`src/rtl/bpu_btb_tagged.sv`:
```
// Tagged branch target buffer with per-entry saturating direction counters,
// a valid-sweep init/flush FSM and saturating accuracy statistics.
module bpu_btb_tagged #(
  parameter int ADDR_W  = 32,
  parameter int INDEX_W = 6,
  parameter int TAG_W   = 8,
  parameter int CNT_W   = 2
) (
  input  logic              clk_i,
  input  logic              rst_i,
  input  logic              flush_i,
  output logic              ready_o,
  input  logic [ADDR_W-1:0] if_predict_pc_i,
  output logic              if_predict_hit_o,
  output logic              if_predict_taken_o,
  output logic [ADDR_W-1:0] if_predict_targetPc_o,
  input  logic              id_update_valid_i,
  input  logic [ADDR_W-1:0] id_update_pc_i,
  input  logic              id_update_isBranch_i,
  input  logic              id_update_taken_i,
  input  logic [ADDR_W-1:0] id_update_targetPc_i,
  input  logic              id_update_predTaken_i,
  output logic [31:0]       stat_update_o,
  output logic [31:0]       stat_mispred_o
);
  localparam int ENTRIES = 1 << INDEX_W;
  localparam logic [CNT_W-1:0] WEAK_T = CNT_W'(1) << (CNT_W-1);

  typedef enum logic {ST_INIT, ST_READY} state_t;

  state_t             r_state, w_state_nxt;
  logic [INDEX_W-1:0] r_sw, w_sw_nxt;
  logic [ENTRIES-1:0] r_valid;
  logic [TAG_W-1:0]   r_tag [ENTRIES];
  logic [ADDR_W-1:0]  r_tgt [ENTRIES];
  logic [CNT_W-1:0]   r_cnt [ENTRIES];
  logic [31:0]        r_stat_upd, r_stat_mis;

  logic [INDEX_W-1:0] w_p_idx, w_u_idx;
  logic [TAG_W-1:0]   w_p_tag, w_u_tag;
  logic               w_p_hit, w_p_taken, w_u_hit, w_u_acc;
  logic [CNT_W-1:0]   w_cnt_cur, w_cnt_inc, w_cnt_dec;

  assign ready_o        = (r_state == ST_READY);
  assign stat_update_o  = r_stat_upd;
  assign stat_mispred_o = r_stat_mis;

  // Lookup reads the array as it stood before this edge: no update bypass.
  assign w_p_idx   = if_predict_pc_i[INDEX_W+1:2];
  assign w_p_tag   = if_predict_pc_i[INDEX_W+TAG_W+1:INDEX_W+2];
  assign w_p_hit   = ready_o & r_valid[w_p_idx] & (r_tag[w_p_idx] == w_p_tag);
  assign w_p_taken = w_p_hit & r_cnt[w_p_idx][CNT_W-1];

  assign if_predict_hit_o      = w_p_hit;
  assign if_predict_taken_o    = w_p_taken;
  assign if_predict_targetPc_o = w_p_taken ? r_tgt[w_p_idx] : if_predict_pc_i + ADDR_W'(4);

  assign w_u_idx   = id_update_pc_i[INDEX_W+1:2];
  assign w_u_tag   = id_update_pc_i[INDEX_W+TAG_W+1:INDEX_W+2];
  assign w_u_hit   = r_valid[w_u_idx] & (r_tag[w_u_idx] == w_u_tag);
  assign w_u_acc   = id_update_valid_i & ready_o & ~flush_i;
  assign w_cnt_cur = r_cnt[w_u_idx];
  assign w_cnt_inc = (w_cnt_cur == '1) ? w_cnt_cur : w_cnt_cur + CNT_W'(1);
  assign w_cnt_dec = (w_cnt_cur == '0) ? w_cnt_cur : w_cnt_cur - CNT_W'(1);

  always_comb begin
    w_state_nxt = r_state;
    w_sw_nxt    = r_sw;
    case (r_state)
      ST_INIT: begin
        if (flush_i) begin
          w_sw_nxt = '0;
        end else begin
          w_sw_nxt = r_sw + INDEX_W'(1);
          if (r_sw == '1) w_state_nxt = ST_READY;
        end
      end
      ST_READY: begin
        if (flush_i) begin
          w_state_nxt = ST_INIT;
          w_sw_nxt    = '0;
        end
      end
      default: w_state_nxt = ST_INIT;
    endcase
  end

  always_ff @(posedge clk_i) begin
    if (rst_i) begin
      r_state    <= ST_INIT;
      r_sw       <= '0;
      r_stat_upd <= '0;
      r_stat_mis <= '0;
    end else begin
      r_state <= w_state_nxt;
      r_sw    <= w_sw_nxt;
      if (w_u_acc) begin
        if (r_stat_upd != '1) r_stat_upd <= r_stat_upd + 32'd1;
        if ((id_update_predTaken_i != id_update_taken_i) && (r_stat_mis != '1))
          r_stat_mis <= r_stat_mis + 32'd1;
      end
    end
  end

  // Only valid bits are swept; tag/target/cnt are don't-care while invalid.
  always_ff @(posedge clk_i) begin
    if (!rst_i) begin
      if (r_state == ST_INIT) r_valid[r_sw] <= 1'b0;
      if (w_u_acc) begin
        if (w_u_hit) begin
          if (id_update_isBranch_i) begin
            if (id_update_taken_i) begin
              r_cnt[w_u_idx] <= w_cnt_inc;
              r_tgt[w_u_idx] <= id_update_targetPc_i;
            end else begin
              r_cnt[w_u_idx] <= w_cnt_dec;
            end
          end else begin
            r_valid[w_u_idx] <= 1'b0;
          end
        end else if (id_update_isBranch_i && id_update_taken_i) begin
          r_valid[w_u_idx] <= 1'b1;
          r_tag[w_u_idx]   <= w_u_tag;
          r_tgt[w_u_idx]   <= id_update_targetPc_i;
          r_cnt[w_u_idx]   <= WEAK_T;
        end
      end
    end
  end
endmodule

```
`config.mk`:
```
export PLATFORM = sky130hd
export DESIGN_NAME = bpu_btb_tagged
export DESIGN_NICKNAME = d
export VERILOG_FILES = /design/src/rtl/bpu_btb_tagged.sv
export SDC_FILE = /design/constraint.sdc
export NUM_CORES = 2
export LEC_CHECK = 0
export BUFFER_PORTS_ARGS = -buffer_cell sky130_fd_sc_hd__buf_2
export CORE_UTILIZATION = 35
export CTS_CLUSTER_SIZE = 40
export DETAILED_ROUTE_END_ITERATION = 8
export SLEW_MARGIN = 20
export SYNTH_ARGS = -nofsm -noshare
export SYNTH_HDL_FRONTEND = slang
export SYNTH_SLANG_ARGS = --single-unit
```
`constraint.sdc`:
```
create_clock -name clk_i -period 7.5 [get_ports clk_i]
set_clock_uncertainty 0.2 [all_clocks]
set_input_delay 0.375 -clock clk_i [delete_from_list [all_inputs] [get_ports clk_i]]
set_output_delay 0.375 -clock clk_i [all_outputs]
set_load 0.01 [all_outputs]
```
==> results list <==
* Crit-path most repeated cell: or4_1
- In the finished design, the share of the clock period the worst path needs comes to 0.8414.
- Die height: 581.9 um
* IO Pins: 202
- Yosys printed 0 warnings.
- Detailed router's first-iteration violation count: 8,714
* Power share of the sequential group: 0.510
- The root buffer cell chosen for the clock tree is clkbuf_16.
- Deepest level of the CTS H-tree: 5
- Clock buffer count from CTS: 307
* Part of the total power dissipated in combinational logic: 0.058
- Area added between synthesis and finish: 14.69%
* Post-synth EDFFs: 2,752
- In this run the worst path has a maximum fanout of 61.
- At the pin with the least slew margin, the transition time is 1234 ps.
* Sequential-to-total area share from yosys stat: 0.7142
- Inst Count DP: 10,360
* Power per unit of standard cell area: 252.1 nW/um2
- Initial antenna violation count: 16
- The run finished with clean final reports.
- Max cap viols: 0
* Row count: 212
- The share of total power dissipated in the clock network is 0.432.
* Aggregate negative setup slack: 0 ps
- Final wirelength: 363,800 um
- Post-Syn Instances: 5,950
- Final Wtd Congestion: 0.9277
- The floorplan step defined a die boundary enclosing 338,600 um2.
- Together, buffers and inverters on the worst path number 4.
- Clk pin slew, worst setup/hold paths: 50 ps
- Largest area contributor in the synthesized netlist: edfxtp_1
- Static power due to leakage: 41.86 nW
- Pin count of the biggest net entering global routing: 101
* Final Hold Fails: 0
* Switch share: 0.2230
* Peak clock frequency supported by timing: 158.5 MHz
- The largest single stage delay on the critical path is 1060 ps.
- Slowest stage cell on the critical path: a2111oi_0
* PostCTS Resize Cnt: 0
* Count of vias placed by the detailed router: 65,360
- Category of the most critical setup path: input port to primary output
- The number of max-slew violations in the final report was 0.
* Leading cell types in the layout, fill and taps excluded: edfxtp_1 (2,752), mux4_2 (871), clkbuf_16 (309)
- The placed instances occupy a cell area of 124,900 um2.
- Via density per instance: 5.965
* Setup violations, final: 0
- Via count of the first global-routing pass: 64,680
- Unrepaired setup endpoints after global routing: false
- The netlist uses 87 different library cells.
- Half-perimeter wire length after placement: 214,800 um
- Counting flops with an async set or reset pin after synthesis yields a share of 0.
* GRT Resource Usage Total: 0.2106
- 1st-pass router iterations: 7
* Total nets after synthesis: 6,057
- Int Pwr: 0.02645 W
* CTS tree: done
- Post-Layout Inst Area: 135,000 um2
- Non-filler cells, final: 10,960
- Number of design rule violations left after detail routing: 0
- Final min period: 6310 ps
- Share of the synthesized area in the top cell type: 0.7021
- Leading cell types by total area after synthesis: edfxtp_1 (70%), mux4_2 (17%), dfxtp_1 (1.2%)
* Share of post-route cells with drive strength above 1: 0.2916
- Across the VDD grid, the largest voltage drop is 226.3 uV.
- After floorplanning, the core was sized to cover 334,000 um2.
* Wirelength per Cell: 33.20 um
- Each instance of the synthesized netlist takes up on average 19.78 um2.
- Die Span X: 581.9 um
- STA classifies the critical path endpoint as a primary output.
* Number of input and output port buffers inserted: 183
- The min-delay analysis places its worst path in the category input port to register.
* Number of sinks handled by clock tree synthesis: 2,823
* Global-route wire length before repair: 506,600 um
- Starting utilization of the core area: 0.3525
- Largest delay contributor family on the critical path: buffers and inverters
- Hold is met by 2.975 ps.
- Synth Register Bits: 2,823
- Total Nets Final: 6,427
- For this run, the leading register cell type out of synthesis is edfxtp_1.
* Startpoint type of the worst setup path: input port
* Overflow after GRT: 0
- Required time of the worst setup path: 6920 ps
- Insertion delay of the later-clocked pin in the worst-skew pair: 920 ps
- Final antenna-violating net count: 0
- Walking the worst path, the cells encountered are buf_8 > inv_1 > buf_4 > a2111oi_0 > or4_1 > or4_1 > o2111ai_1 > nor4_4 > nand2_4 > mux2_4 > buf_2.
- For this run, the share of the core covered by cells in the final layout is 0.4042.
- Max-Slew Margin vs Limit: 0.1561
* Net load switching power: 0.007590 W
- For the worst setup path, the data arrival time is 5740 ps.
* Commonest non-fill, non-tap cell in the layout: edfxtp_1
* Buffer depth of the longest clock path: 4
- Mapped cell area: 117,700 um2
[Yosys cell counts (22+ instances only)]
library cell	n
dfxtp_1	71
edfxtp_1	2752
a221oi_1	61
nand3_1	53
nor2b_1	86
o21a_1	65
xor2_1	47
mux2i_1	117
mux2_2	70
buf_1	23
buf_4	30
nor2_1	248
nand2_1	200
a22oi_1	68
mux2_4	28
mux4_2	871
buf_2	124
o22ai_1	40
a21oi_1	111
clkbuf_1	203
o21ai_0	230
xnor2_1	49
and4_1	22
nand4_1	25
[cells by family (layout without fill, tap and decap cells)]
logic type      Yosys count  after routing  share of synthesized area
compound gates          728            728                    0.04095
fa+ha+maj                 5              5                  0.0005103
buf+inv                 416           1030                    0.01656
simple gates            794            794                    0.03360
flops                  2823           2823                     0.7142
xor+xnor                 96             96                   0.007143
mux                    1088           1088                     0.1871
other cells               0              6                          0
[power groups by stage]
stage	Combinational (W)	Clock (W)	Sequential, W
floorplan	0.00112	0	0.0177
global placement	0.00190	0	0.0177
detailed placement	0.00193	0	0.0177
CTS	0.00194	0.0149	0.0174
global route	0.00204	0.0155	0.0174
finish	0.00196	0.0147	0.0174
[stage by stage]
stage / setup slack [ps] / power, W
final: 1190 / 0.03403
after global routing: 1231 / 0.03488
after CTS: 1284 / 0.03422
after detailed placement: 1285 / 0.01963
after global placement: 1308 / 0.01960
after floorplan: 2045 / 0.01881
[final timing paths]
path	from	cells past startpoint	slack (ps)	endpoint
worst max register to register	r_tag[46][1]	10	2420	r_tag[43][5]
worst max-delay path	if_predict_pc_i[2]	11	1190	if_predict_targetPc_o[14]
worst min register to register	stat_mispred_o[31]	2	300	stat_mispred_o[31]
worst min-delay path	id_update_pc_i[12]	2	3	r_tag[16][4]
[flip-flops by register name (all words and copies together), names as in the netlist]
register / cells
stat_mispred_o: 32
r_tgt: 2048
ready_o: 1
r_sw: 6
stat_update_o: 32
r_cnt: 128
r_tag: 512
r_valid: 64
[cell type report]
class / instances / area (um2)
fillers: 29390 / 199000
flip-flops and latches: 2823 / 84060
multi-input cells: 2711 / 32290
clock buffers: 389 / 8056
well taps: 4387 / 5489
repair buffers: 457 / 3411
clock inverters: 164 / 1587
inverters: 20 / 85.08
diodes: 6 / 15.01
[repair_timing]
| item | in CTS | in global routing |
|---|---|---|
| hold endpoints to repair | 829 | 832 |
| setup buffers | 0 | 0 |
| endpoints found under the setup margin | 0 | 0 |
| hold buffers | 22 | 13 |
[per-layer routing]
layer	global-route usage	up-vias	wire [um]
met3	0.04877	715	37420
li1	-	25720	-
met2	0.3314	3906	170800
met4	0.07747	6	14770
met1	0.2854	35010	140700
met5	0	-	34
Power figures use the tool's default switching activity.
